<file path="src/rtl/seven_seg_scan_ctrl_if.sv">
// Handshake bundle between the result registers and the display scanner.
// The master drives values and display controls; the slave drives the pins.
interface seven_seg_scan_ctrl_if #(
    parameter int NUM_DIGITS = 4
) ();
    localparam int IW = $clog2(NUM_DIGITS);

    logic [4*NUM_DIGITS-1:0] value;
    logic                    load;
    logic [NUM_DIGITS-1:0]   blank_mask;
    logic                    lzb_en;
    logic [6:0]              seg;
    logic [NUM_DIGITS-1:0]   an;
    logic [IW-1:0]           digit_idx;
    logic                    frame_done;

    modport master (
        output value, load, blank_mask, lzb_en,
        input  seg, an, digit_idx, frame_done
    );

    modport slave (
        input  value, load, blank_mask, lzb_en,
        output seg, an, digit_idx, frame_done
    );
endinterface

</file>
<file path="src/rtl/seven_seg_scan_ctrl.sv">
// Multiplexed seven-segment scanner sharing one hex decoder across digits,
// with dead-time gaps, frame-aligned value commits and digit blanking.
module hex (
    input  logic [3:0] in,
    output logic [6:0] out
);
    // segment order gfedcba, active-high
    always_comb begin
        out = 7'h00;
        case (in)
            4'h0: out = 7'h3F;
            4'h1: out = 7'h06;
            4'h2: out = 7'h5B;
            4'h3: out = 7'h4F;
            4'h4: out = 7'h66;
            4'h5: out = 7'h6D;
            4'h6: out = 7'h7D;
            4'h7: out = 7'h07;
            4'h8: out = 7'h7F;
            4'h9: out = 7'h6F;
            4'hA: out = 7'h77;
            4'hB: out = 7'h7C;
            4'hC: out = 7'h39;
            4'hD: out = 7'h5E;
            4'hE: out = 7'h79;
            4'hF: out = 7'h71;
            default: out = 7'h00;
        endcase
    end
endmodule

module seven_seg_scan_ctrl #(
    parameter int NUM_DIGITS = 4,
    parameter int ON_TICKS   = 50000,
    parameter int GAP_TICKS  = 500,
    parameter int CNT_W      = 16
) (
    input logic                  clk,
    input logic                  reset,
    seven_seg_scan_ctrl_if.slave bus
);
    localparam int IW = $clog2(NUM_DIGITS);
    localparam int VW = 4 * NUM_DIGITS;

    localparam logic [0:0] S_GAP  = 1'b0;
    localparam logic [0:0] S_SHOW = 1'b1;

    logic [0:0]            state;
    logic [CNT_W-1:0]      cnt;
    logic [IW-1:0]         d;
    logic [VW-1:0]         pend_reg;
    logic [VW-1:0]         disp_reg;
    logic                  pend_valid;
    logic [6:0]            seg_q;
    logic [NUM_DIGITS-1:0] an_q;
    logic                  frame_done_q;

    logic                  gap_end;
    logic                  show_end;
    logic                  last_d;
    logic                  commit;
    logic [3:0]            cur_nib;
    logic [6:0]            cur_seg;
    logic                  blank_now;
    logic                  acc;
    logic [NUM_DIGITS-1:0] upper_zero;
    logic [NUM_DIGITS-1:0] an_on;

    assign gap_end  = (state == S_GAP) &&
                      (cnt == CNT_W'(GAP_TICKS - 1));
    assign show_end = (state == S_SHOW) &&
                      (cnt == CNT_W'(ON_TICKS - 1));
    assign last_d   = (d == IW'(NUM_DIGITS - 1));
    assign commit   = show_end && last_d;
    assign an_on    = ~(NUM_DIGITS'(1) << d);

    // upper_zero[k]: every nibble at index >= k is zero
    always_comb begin
        acc        = 1'b1;
        upper_zero = '0;
        cur_nib    = 4'h0;
        blank_now  = 1'b0;
        for (int k = NUM_DIGITS - 1; k >= 0; k--) begin
            acc = acc & (disp_reg[4*k +: 4] == 4'h0);
            upper_zero[k] = acc;
        end
        for (int k = 0; k < NUM_DIGITS; k++) begin
            if (d == IW'(k)) begin
                cur_nib   = disp_reg[4*k +: 4];
                blank_now = bus.blank_mask[k] |
                            (bus.lzb_en & (k != 0) & upper_zero[k]);
            end
        end
    end

    hex u_hex (
        .in  (cur_nib),
        .out (cur_seg)
    );

    always_ff @(posedge clk) begin
        if (reset) begin
            state        <= S_GAP;
            cnt          <= '0;
            d            <= '0;
            pend_reg     <= '0;
            disp_reg     <= '0;
            pend_valid   <= 1'b0;
            an_q         <= '1;
            seg_q        <= 7'h00;
            frame_done_q <= 1'b0;
        end else begin
            unique case (1'b1)
                gap_end: begin
                    state <= S_SHOW;
                    cnt   <= '0;
                    an_q  <= blank_now ? '1 : an_on;
                    seg_q <= blank_now ? 7'h00 : cur_seg;
                end
                show_end: begin
                    state <= S_GAP;
                    cnt   <= '0;
                    d     <= last_d ? '0 : d + IW'(1);
                    an_q  <= '1;
                    seg_q <= 7'h00;
                end
                default: cnt <= cnt + CNT_W'(1);
            endcase
            frame_done_q <= commit;
            // commit sees the old pend_reg even when load fires now
            if (commit && pend_valid)
                disp_reg <= pend_reg;
            if (bus.load) begin
                pend_reg   <= bus.value;
                pend_valid <= 1'b1;
            end else if (commit) begin
                pend_valid <= 1'b0;
            end
        end
    end

    assign bus.seg        = seg_q;
    assign bus.an         = an_q;
    assign bus.digit_idx  = d;
    assign bus.frame_done = frame_done_q;
endmodule

</file>
<file path="src/flat_wrapper.sv">
// flat-port wrapper written by rule: the top's interface ports become plain ports
module seven_seg_scan_ctrl_flat 
#(
    parameter int NUM_DIGITS = 4,
    parameter int ON_TICKS   = 50000,
    parameter int GAP_TICKS  = 500,
    parameter int CNT_W      = 16
)
  (clk, reset, bus_value, bus_load, bus_blank_mask, bus_lzb_en, bus_seg, bus_an, bus_digit_idx, bus_frame_done);
  seven_seg_scan_ctrl_if #(.NUM_DIGITS(NUM_DIGITS)) bus_i ();
  input logic clk;
  input logic reset;
  input wire logic [$bits(bus_i.value)-1:0] bus_value;
  input wire logic [$bits(bus_i.load)-1:0] bus_load;
  input wire logic [$bits(bus_i.blank_mask)-1:0] bus_blank_mask;
  input wire logic [$bits(bus_i.lzb_en)-1:0] bus_lzb_en;
  output wire logic [$bits(bus_i.seg)-1:0] bus_seg;
  output wire logic [$bits(bus_i.an)-1:0] bus_an;
  output wire logic [$bits(bus_i.digit_idx)-1:0] bus_digit_idx;
  output wire logic [$bits(bus_i.frame_done)-1:0] bus_frame_done;
  assign bus_i.value = bus_value;
  assign bus_i.load = bus_load;
  assign bus_i.blank_mask = bus_blank_mask;
  assign bus_i.lzb_en = bus_lzb_en;
  assign bus_seg = bus_i.seg;
  assign bus_an = bus_i.an;
  assign bus_digit_idx = bus_i.digit_idx;
  assign bus_frame_done = bus_i.frame_done;
  seven_seg_scan_ctrl #(.NUM_DIGITS(NUM_DIGITS), .ON_TICKS(ON_TICKS), .GAP_TICKS(GAP_TICKS), .CNT_W(CNT_W)) u_core (.clk(clk), .reset(reset), .bus(bus_i));
endmodule
</file>
<file path="config.mk">
export PLATFORM = sky130hd
export DESIGN_NAME = seven_seg_scan_ctrl_flat
export DESIGN_NICKNAME = d
export VERILOG_FILES = /design/src/rtl/seven_seg_scan_ctrl_if.sv /design/src/rtl/seven_seg_scan_ctrl.sv /design/src/flat_wrapper.sv
export SDC_FILE = /design/constraint.sdc
export NUM_CORES = 1
export LEC_CHECK = 0
export ABC_AREA = 0
export ABC_CLOCK_PERIOD_IN_PS = 3000
export CORE_MARGIN = 8
export CORE_UTILIZATION = 55
export DETAILED_ROUTE_END_ITERATION = 16
export GPL_TIMING_DRIVEN = 1
export PLACE_DENSITY = 0.87
export SLEW_MARGIN = 0
export SYNTH_ARGS = -nofsm -noshare
export SYNTH_HDL_FRONTEND = slang
export SYNTH_SLANG_ARGS = --single-unit
</file>
<file path="constraint.sdc">
create_clock -name clk -period 3 [get_ports clk]
set_clock_uncertainty 0.05 [all_clocks]
set_input_delay 0.45 -clock clk [delete_from_list [all_inputs] [get_ports clk]]
set_output_delay 0.45 -clock clk [all_outputs]
set_load 0.02 [all_outputs]
</file>
==> flow_metrics.env <==
export IMPL_status="finished, final reports clean"
export IMPL_rrSetupSlack_ns=0.26
export IMPL_h_tree_depth=3
export IMPL_ys_flop_type="dfxtp_1"
export IMPL_drtIter0Drc=173
export IMPL_drive_gt1_frac=0.0707
export IMPL_start_util=0.570
export IMPL_power_frac_seq=0.497
export IMPL_yosys_warnings=0
export IMPL_tritoncts="yes"
export IMPL_end_kind="flip-flop"
export IMPL_grt_pass1_wl_um=11100
export IMPL_clk_pin_slew_ns=0.07
export IMPL_min_to="u_core.bus.seg[0]"
export IMPL_power_density_nw_per_um2=491
export IMPL_syn_avg_cell_area_um2=9.08
export IMPL_avgRoutedWirePerCell_um=15.6
export IMPL_grtUsageTotal=0.183
export IMPL_layout_common_cells="64 x dfxtp_1, 60 x nor2_1, 37 x clkdlybuf4s50_1"
export IMPL_fillers=415
export IMPL_ys_ff_latch=64
export IMPL_clock_latency_ns=0.34
export IMPL_dp_hpwl_um=4850
export IMPL_port_buffers=37
export IMPL_crit_required_ns=3.18
export IMPL_gp_congestion=0.864
export IMPL_critPathMaxFanout=13
export IMPL_synth_area_um2=2930
export IMPL_hold_depth=2
export IMPL_hold_path_class="flip-flop to flip-flop"
export IMPL_numClockSinks=64
export IMPL_grt_pass1_vias=2428
export IMPL_comb_power_share=0.049
export IMPL_drc=0
export IMPL_final_common_cell="dfxtp_1"
export IMPL_postSynthCellCount=323
export IMPL_hold_ws_ns=0.412
export IMPL_antenna_found_initial=0
export IMPL_cts_hold_buf=0
export IMPL_synth_distinct_cells=48
export IMPL_ys_seq_area_frac=0.437
export IMPL_io_pin_count=38
export IMPL_diodes=0
export IMPL_setup_violations=0
export IMPL_total_power_mw=1.77
export IMPL_placed_cells=420
export IMPL_vias=2526
export IMPL_stdcell_count=438
export IMPL_numCtsBuffers=9
export IMPL_grt_max_degree=39
export IMPL_p_sw_frac=0.204
export IMPL_cts_resized=0
export IMPL_cp_arrival_ns=2.92
export IMPL_fmax_mhz=365
export IMPL_gr_total_overflow=0
export IMPL_leakage_nw=1.52
export IMPL_dieArea_um2=7920
export IMPL_p_sw_mw=0.361
export IMPL_synth_edf_count=0
export IMPL_worstSetupPathType="flip-flop to flip-flop"
export IMPL_cts_root_buf="clkbuf_8"
export IMPL_maxSlewViolCount=0
export IMPL_peakVddDrop_v=0.000469
export IMPL_vias_per_cell=5.77
export IMPL_async_reset_ff_frac=0
export IMPL_antenna_left=0
export IMPL_die_y_um=89.0
export IMPL_rows=26
export IMPL_drt_total_wl_um=6820
export IMPL_die_x_um=89.0
export IMPL_worst_pin_slew_ns=1.00
export IMPL_min_period_over_period=0.913
export IMPL_finalHoldViolations=0
export IMPL_syn_nets=358
export IMPL_clkPwrFrac=0.454
export IMPL_cts_buffer_depth=2
export IMPL_final_min_clock_period_ns=2.74
export IMPL_reg2reg_depth=11
export IMPL_maxCapViolations=0
export IMPL_slew_headroom=0.328
export IMPL_p_int_mw=1.41
export IMPL_postLayoutCoreUtil=0.700
export IMPL_start_kind="flip-flop"
export IMPL_min_from="u_core.bus.seg[0]"
export IMPL_nets=398
export IMPL_r2r_start="u_core.bus.digit_idx[0]"
export IMPL_area_delta_synth_final_pct=22.7
export IMPL_coreArea_um2=5140
export IMPL_drt_pass1_iterations=5
export IMPL_r2r_end="u_core.bus.seg[3]"
metrics by stage:
step	cell area, um2	setup slack (ns)	setup TNS [ns]
after floorplan	2930	0.257	0
after global placement	3370	0.442	0
after detailed placement	3370	0.329	0
after CTS	3580	0.286	0
after global routing	3600	-0.0112	-0.0112
final	3600	0.261	0
power by group through the flow:
stage,Combinational [mW],Sequential [mW],Clock [mW]
4_1_cts,0.0873,0.877,0.813
3_3_place_gp,0.0831,0.896,0
5_1_grt,0.0941,0.879,0.855
2_1_floorplan,0.0447,0.894,0
3_5_place_dp,0.0856,0.896,0
6_report,0.0866,0.878,0.803
cells in the mapped netlist (5+ instances only):
library cell | n | area [um2]
a211oi_1 | 5 | 37.5
mux2i_1 | 34 | 340
nor2b_1 | 5 | 31.3
xor2_1 | 7 | 61.3
inv_1 | 8 | 30.0
xnor2_1 | 7 | 61.3
dfxtp_1 | 64 | 1280
nand4_1 | 6 | 37.5
nand3_1 | 11 | 55.1
nand3b_1 | 5 | 37.5
o21ai_0 | 5 | 25.0
nor2_1 | 60 | 225
a21oi_1 | 10 | 50.1
nand2_1 | 20 | 75.1
clkbuf_1 | 12 | 45.0
ha_1 | 11 | 138
cells by family after synthesis:
family | share of synthesized area
flip-flops | 0.437
AND/OR/NAND/NOR | 0.227
AO/OA/AOI/OAI | 0.0977
adder cells (fa/ha/maj) | 0.0469
XOR/XNOR | 0.0418
buffers and inverters | 0.0329
multiplexers | 0.116
layer usage:
metal	vias up	GRT usage	wire [um]
li1	1207	-	-
met5	-	0	0
met3	18	0.0303	414
met4	0	0.121	209
met2	104	0.288	3190
met1	1197	0.225	3010
worst max-delay path by stage:
stage	from	to	slack [ns]	cells after the start
after floorplan	u_core.bus.digit_idx[1]	u_core.bus.seg[3]	0.26	11
after global placement	u_core.bus.digit_idx[0]	u_core.bus.seg[3]	0.44	11
after detailed placement	u_core.bus.digit_idx[0]	u_core.bus.seg[3]	0.33	11
after CTS	u_core.bus.digit_idx[0]	u_core.bus.seg[3]	0.29	11
after global routing	u_core.bus.digit_idx[0]	u_core.bus.seg[3]	-0.01	11
final	u_core.bus.digit_idx[0]	u_core.bus.seg[3]	0.26	11
cell type report:
cell class,count,area (um2),share of cell area
Timing Repair Buffer,45,430,0.120
Inverter,8,30.0,0.00835
Clock buffer,13,149,0.0414
Clock inverter,3,65.1,0.0181
Tap cell,70,87.6,0.0243
Sequential cell,64,1280,0.356
Multi-Input combinational cell,235,1550,0.432
critical path: stages (launching register included):
cell and delay, ns:
dfxtp_1 0.41, inv_1 0.11, ha_1 0.35, a211oi_1 0.29
a211o_1 0.26, inv_1 0.11, ha_1 0.30, inv_1 0.04
a2111oi_0 0.37, a221oi_1 0.09, a31oi_1 0.16, o21ai_0 0.09
timing repair:
action	4_1_cts	5_1_grt
endpoints found under the hold margin	0	0
endpoints found under the setup margin	0	1
buffers inserted	0	2
No activity file was read; power rests on OpenSTA's default activity.
